<file path="src/rtl/seg_scan_ctrl_pkg.sv">
// Shared constants, scan-state type and anode helper for the 4-digit
// multiplexed seven-segment scanner.
package seg_pkg;
  localparam int NUM_DIGITS = 4;
  localparam int DIGIT_W    = 4;
  localparam int IDX_W      = $clog2(NUM_DIGITS);
  localparam logic [NUM_DIGITS-1:0] AN_OFF = 4'b1111;

  typedef enum logic {
    BLANK = 1'b0,
    SHOW  = 1'b1
  } scan_state_e;

  // Active-low anode pattern with only the selected digit driven.
  function automatic logic [NUM_DIGITS-1:0] an_select(input logic [IDX_W-1:0] idx);
    an_select = ~(NUM_DIGITS'(1) << idx);
  endfunction
endpackage

</file>
<file path="src/rtl/seg_scan_ctrl_if.sv">
// Digit-write port plus display outputs of the scanner; the host drives
// the master side, the scanner sits on the slave side.
interface seg_scan_ctrl_if;
  import seg_pkg::*;

  logic                  we;
  logic [IDX_W-1:0]      wsel;
  logic [DIGIT_W-1:0]    wdata;
  logic [NUM_DIGITS-1:0] digit_en;
  logic [NUM_DIGITS-1:0] an;
  logic [DIGIT_W-1:0]    digit;
  logic [IDX_W-1:0]      dsel;
  logic                  frame_tick;

  modport master (
    output we, wsel, wdata, digit_en,
    input  an, digit, dsel, frame_tick
  );

  modport slave (
    input  we, wsel, wdata, digit_en,
    output an, digit, dsel, frame_tick
  );
endinterface

</file>
<file path="src/rtl/seg_scan_ctrl_prescaler.sv">
// Slot timer: counts 0..DIV-1 and flags the slot wrap and the SHOW portion
// (count >= BLANK) of each digit slot.
module seg_prescaler #(
  parameter int DIV   = 50000,
  parameter int BLANK = 16
) (
  input  logic                    clk,
  input  logic                    rst,
  output logic [$clog2(DIV)-1:0]  cnt,
  output logic                    slot_wrap,
  output logic                    in_show
);
  localparam int CNT_W = $clog2(DIV);

  logic [CNT_W-1:0] cnt_q;
  logic [CNT_W-1:0] cnt_d;

  always_comb begin
    cnt_d = cnt_q + CNT_W'(1);
    if (slot_wrap) begin
      cnt_d = '0;
    end
  end

  always_ff @(posedge clk) begin
    if (rst) begin
      cnt_q <= '0;
    end else begin
      cnt_q <= cnt_d;
    end
  end

  assign cnt       = cnt_q;
  assign slot_wrap = (cnt_q == CNT_W'(DIV - 1));
  assign in_show   = (cnt_q >= CNT_W'(BLANK));
endmodule

</file>
<file path="src/rtl/seg_scan_ctrl.sv">
// Four-digit display scanner: digit register bank, BLANK/SHOW slot FSM and
// registered anode/digit/index/frame outputs.
module seg_scan_ctrl #(
  parameter int DIV   = 50000,
  parameter int BLANK = 16
) (
  input  logic            clk,
  input  logic            rst,
  seg_scan_ctrl_if.slave  bus
);
  import seg_pkg::*;

  localparam int CNT_W = $clog2(DIV);

  logic [CNT_W-1:0]      cnt;
  logic                  slot_wrap;
  logic                  in_show;
  logic [NUM_DIGITS-1:0] wr_hit;
  logic [DIGIT_W-1:0]    bank_q [NUM_DIGITS];
  scan_state_e           state_q;
  logic [IDX_W-1:0]      idx_q;
  logic [NUM_DIGITS-1:0] an_q;
  logic [DIGIT_W-1:0]    digit_q;
  logic [IDX_W-1:0]      dsel_q;
  logic                  frame_q;

  seg_prescaler #(
    .DIV   (DIV),
    .BLANK (BLANK)
  ) u_prescaler (
    .clk       (clk),
    .rst       (rst),
    .cnt       (cnt),
    .slot_wrap (slot_wrap),
    .in_show   (in_show)
  );

  for (genvar gi = 0; gi < NUM_DIGITS; gi++) begin : g_wr_dec
    assign wr_hit[gi] = bus.we && (bus.wsel == IDX_W'(gi));
  end

  always_ff @(posedge clk) begin
    for (int i = 0; i < NUM_DIGITS; i++) begin
      if (rst) begin
        bank_q[i] <= '0;
      end else if (wr_hit[i]) begin
        bank_q[i] <= bus.wdata;
      end
    end
  end

  // Outputs sample the pre-edge index and bank, so a write at one edge
  // reaches digit at the next edge even across a slot change.
  always_ff @(posedge clk) begin
    if (rst) begin
      state_q <= seg_pkg::BLANK;
      idx_q   <= '0;
      an_q    <= AN_OFF;
      digit_q <= '0;
      dsel_q  <= '0;
      frame_q <= 1'b0;
    end else begin
      case (state_q)
        seg_pkg::BLANK: if (cnt == CNT_W'(BLANK - 1)) state_q <= seg_pkg::SHOW;
        seg_pkg::SHOW:  if (slot_wrap)                state_q <= seg_pkg::BLANK;
        default:                                      state_q <= seg_pkg::BLANK;
      endcase
      if (slot_wrap) begin
        idx_q <= idx_q + IDX_W'(1);
      end
      if ((state_q == seg_pkg::SHOW) && in_show && bus.digit_en[idx_q]) begin
        an_q <= an_select(idx_q);
      end else begin
        an_q <= AN_OFF;
      end
      digit_q <= bank_q[idx_q];
      dsel_q  <= idx_q;
      frame_q <= slot_wrap && (idx_q == IDX_W'(NUM_DIGITS - 1));
    end
  end

  assign bus.an         = an_q;
  assign bus.digit      = digit_q;
  assign bus.dsel       = dsel_q;
  assign bus.frame_tick = frame_q;
endmodule
</file>
<file path="src/flat_wrapper.sv">
// flat-port wrapper written by rule: the top's interface ports become plain ports
module seg_scan_ctrl_flat import seg_pkg::*;
#(
  parameter int DIV   = 50000,
  parameter int BLANK = 16
)
  (clk, rst, bus_we, bus_wsel, bus_wdata, bus_digit_en, bus_an, bus_digit, bus_dsel, bus_frame_tick);
  seg_scan_ctrl_if bus_i ();
  input  logic clk;
  input  logic rst;
  input wire logic [$bits(bus_i.we)-1:0] bus_we;
  input wire logic [$bits(bus_i.wsel)-1:0] bus_wsel;
  input wire logic [$bits(bus_i.wdata)-1:0] bus_wdata;
  input wire logic [$bits(bus_i.digit_en)-1:0] bus_digit_en;
  output wire logic [$bits(bus_i.an)-1:0] bus_an;
  output wire logic [$bits(bus_i.digit)-1:0] bus_digit;
  output wire logic [$bits(bus_i.dsel)-1:0] bus_dsel;
  output wire logic [$bits(bus_i.frame_tick)-1:0] bus_frame_tick;
  assign bus_i.we = bus_we;
  assign bus_i.wsel = bus_wsel;
  assign bus_i.wdata = bus_wdata;
  assign bus_i.digit_en = bus_digit_en;
  assign bus_an = bus_i.an;
  assign bus_digit = bus_i.digit;
  assign bus_dsel = bus_i.dsel;
  assign bus_frame_tick = bus_i.frame_tick;
  seg_scan_ctrl #(.DIV(DIV), .BLANK(BLANK)) u_core (.clk(clk), .rst(rst), .bus(bus_i));
endmodule
</file>
<file path="config.mk">
export PLATFORM = sky130hd
export DESIGN_NAME = seg_scan_ctrl_flat
export DESIGN_NICKNAME = d
export VERILOG_FILES = /design/src/rtl/seg_scan_ctrl_pkg.sv /design/src/rtl/seg_scan_ctrl_if.sv /design/src/rtl/seg_scan_ctrl_prescaler.sv /design/src/rtl/seg_scan_ctrl.sv /design/src/flat_wrapper.sv
export SDC_FILE = /design/constraint.sdc
export NUM_CORES = 1
export LEC_CHECK = 0
export CAP_MARGIN = 10
export CORE_AREA = 2 2 80 51
export CTS_CLUSTER_DIAMETER = 30
export DETAILED_ROUTE_END_ITERATION = 6
export DIE_AREA = 0 0 82 53
export PLACE_DENSITY = 0.92
export SETUP_SLACK_MARGIN = 0.3
export SLEW_MARGIN = 20
export SYNTH_ARGS = -nofsm -noshare
export SYNTH_HDL_FRONTEND = slang
export SYNTH_HIERARCHICAL = 1
export SYNTH_SLANG_ARGS = --single-unit
</file>
<file path="constraint.sdc">
create_clock -name clk -period 4.03 [get_ports clk]
set_clock_uncertainty 0.2 [all_clocks]
set_input_delay 0.806 -clock clk [delete_from_list [all_inputs] [get_ports clk]]
set_output_delay 0.806 -clock clk [all_outputs]
set_load 0.005 [all_outputs]
</file>
==> flow_summary.yaml <==
grt:
  grt_use_total_pct: 20.6
  grt_max_degree: 19
  antenna_found_initial: 0
  gr-total-overflow: 0
  grt_pass1_wl_um: 6390
  grt_pass1_vias: 1354
min_path:
  hold_start: "u_core/state_q"
  hold_depth: 1
  min_to: "u_core/bus.an[3]"
  hold_class: "reg2reg"
final_layout:
  syn2layout_area_growth_pct: 16.3
  seqCellArea_um2: 1080
  final_area_um2: 2380
  multi_input_area_um2: 881
  diodes: 0
  drive_gt1_share_pct: 7.28
  fill_cells: 261
  nets: 224
clock_network:
  clkLatencyLatePin_ps: 310
  cts_made_buffers: 5
  postCtsSetupBuffers: 0
  clkTransAtPathRegs_ps: 90
  cts_buffer_depth: 2
  cts_tree: "done"
  cts_sinks: 46
  cts.repair.resized: 0
  htree_levels: 2
  postCtsHoldBufs: 0
  clockRootBuffer: "clkbuf_8"
setup_path:
  criticalPathCategory: "in2reg"
  r2r_slack_ps: 1710
  cp_cell_sequence: "clkdlybuf4s50_1 > nand2b_1 > nor3_1 > and2_1"
  crit_path_start_kind: "input port"
  worst_ep_arrival_time_ps: 2510
  r2r_cells: 4
  r2r_start: "u_core/u_prescaler/cnt[12]"
  crit_path_end_kind: "flop"
  worst_path_max_delay_cell: "clkdlybuf4s50_1"
  required_ps: 4000
  max_stage_delay_ps: 760
  critical_path.top_delay_family: "simple AND/OR/NAND/NOR gates"
  cp.buffers_inverters: 1
  cp_max_fo: 18
  r2r-end: "u_core/u_prescaler/cnt[5]"
floorplan:
  io-pin-count: 24
  core_area_um2: 3570
  fp-row-count: 17
  start_util_pct: 57.2
  dieArea_um2: 4350
  die_y_um: 53
  fp.dieW_um: 82
drt:
  drt-wirelength-per-cell_um: 15.2
  num_vias: 1434
  firstDrtPassIters: 5
  viasPerCell: 5.67
  ant_nets: 0
  drt_wl_total_um: 3850
  drt_iter0_markers: 78
  drc_errors: 0
job:
  maxCapViolCount: 0
placed_design:
  gp_congestion: 0.845
  port_buffers: 23
  dp_hpwl_um: 2820
  dp_slack_ps: 1190
  dpl_cell_area_um2: 2290
status:
  outcome: "finished, final reports clean"
synth:
  async_flop_share_pct: 0
  synth_top_area_share_pct: 29.4
  synth.most_common_cell: "dfxtp_1"
  ys.flop_type: "dfxtp_1"
  postSynthAreaPerCell_um2: 11.4
  synth-seq-cells: 46
  synth_nets: 199
  yosysWarnings: 6
  yosys.area.top_type: "dfxtp_1"
  ys_types: 33
  synth_area_leaders: "dfxtp_1 (29%), edfxtp_1 (23%), xnor2_1 (6.0%), mux4_1 (5.1%), and2_1 (4.9%)"
  syn_area_um2: 2050
  synth_common_cells: "dfxtp_1 (30), nor2_1 (25), and2_1 (16), edfxtp_1 (16), xnor2_1 (14)"
  syn-instance-count: 180
  synth_edf_count: 16
  ys_seq_area_share_pct: 52.8
timing:
  slew_headroom_pct: 53.8
  finalMaxSlewViolations: 0
  hold_viol: 0
  layout_min_cycle_time_ps: 2540
  fin_setup_tns_ps: 0
  finalSetupViolations: 0
  worst_slack_ps: 1490
  fin_crit_sh_pct: 63.1
  clock.fmax_ghz: 0.393
  worstMarginPinSlew_ps: 691
  rsz0062_at_grt: "false"
pwr:
  ir_drop_mv: 0.262
  leakage_nw: 0.831
  power.density_nw_per_um2: 356
flip-flops by register name, summed over array words and instances, names as in the netlist:
name                    count
u_core/bus.dsel             2
u_core/state_q              1
u_core/bus.digit            4
u_core/u_prescaler/cnt     16
u_core/idx_q                2
u_core/bus.frame_tick       1
u_core/bank_q              16
u_core/bus.an               4
layout by cell type (no fill, tap or decap), drive strengths merged:
master / count
or3: 1
clkbuf: 7
nand2: 4
nand2b: 1
nand4: 9
clkinv: 1
edfxtp: 16
dfxtp: 30
a41oi: 1
and2: 16
mux2i: 1
ha: 6
nand3: 5
nor3: 8
and4b: 1
a31o: 4
inv: 10
or2: 1
a211oi: 1
mux4: 5
nor2b: 5
nor4: 6
clkdlybuf4s50: 23
or4: 3
nor2: 25
xor2: 1
xnor2: 14
nor4b: 1
worst max path at each step:
stage               slack [ps]  cells past startpoint                  startpoint                   endpoint
floorplan                 2030                      6  u_core/u_prescaler/cnt[12]  u_core/u_prescaler/cnt[4]
global placement          1310                      4                         rst        u_core/bank_q[2][0]
detailed placement        1190                      4                         rst        u_core/bank_q[2][2]
CTS                       1510                      4                         rst        u_core/bank_q[2][2]
global route              1390                      4                         rst        u_core/bank_q[2][3]
finish                    1490                      4                         rst        u_core/bank_q[2][2]
worst reg2reg max path, stage by stage, from the launching register on:
cell and delay [ps]:
dfxtp_1 380, or4_4 580, nor4_4 430, or2_1 500, nor2_1 100
power breakdown:
group          total (W)  switching (W)  leakage, nW  internal (W)
logic          0.0000510      0.0000232        0.382     0.0000278
clock network   0.000290       0.000151       0.0482      0.000138
registers       0.000506     0.00000891        0.401      0.000497
final cells by class:
class                           count  share of cell area, %
Clock inverter                      1                  0.210
Timing Repair Buffer               23                   9.67
Tap cell                           47                   2.47
Multi-Input combinational cell    119                   37.0
Clock buffer                        7                   3.63
Inverter                           10                   1.58
Sequential cell                    46                   45.4
stage by stage:
stage               hold slack (ps)  utilization (%)  total power [W]  cells
floorplan                       237                -         0.000539    180
global placement                273             64.0         0.000563    245
detailed placement              279             64.0         0.000567    245
CTS                             301             66.6         0.000847    253
global route                    328             66.6         0.000874    253
finish                          304             66.6         0.000846    253
cells by family (layout without fill, tap and decap cells):
| logic type | after synthesis | after routing | synth area share [%] |
|---|---|---|---|
| adders and majority gates | 6 | 6 | 3.67 |
| muxes | 6 | 6 | 6.73 |
| AOI/OAI and AO/OA | 6 | 6 | 2.51 |
| buffers and inverters | 15 | 41 | 4.10 |
| and+or+nand+nor | 86 | 86 | 23.7 |
| DFF | 46 | 46 | 52.8 |
| xor gates and xnor gates | 15 | 15 | 6.42 |
layer usage:
layer	part of all wire (%)	track usage [%]
met3	6.0	5.46
met1	46	26.2
met5	0	0
met2	47	32.7
met4	1.7	10.0
Power figures use the tool's default switching activity.
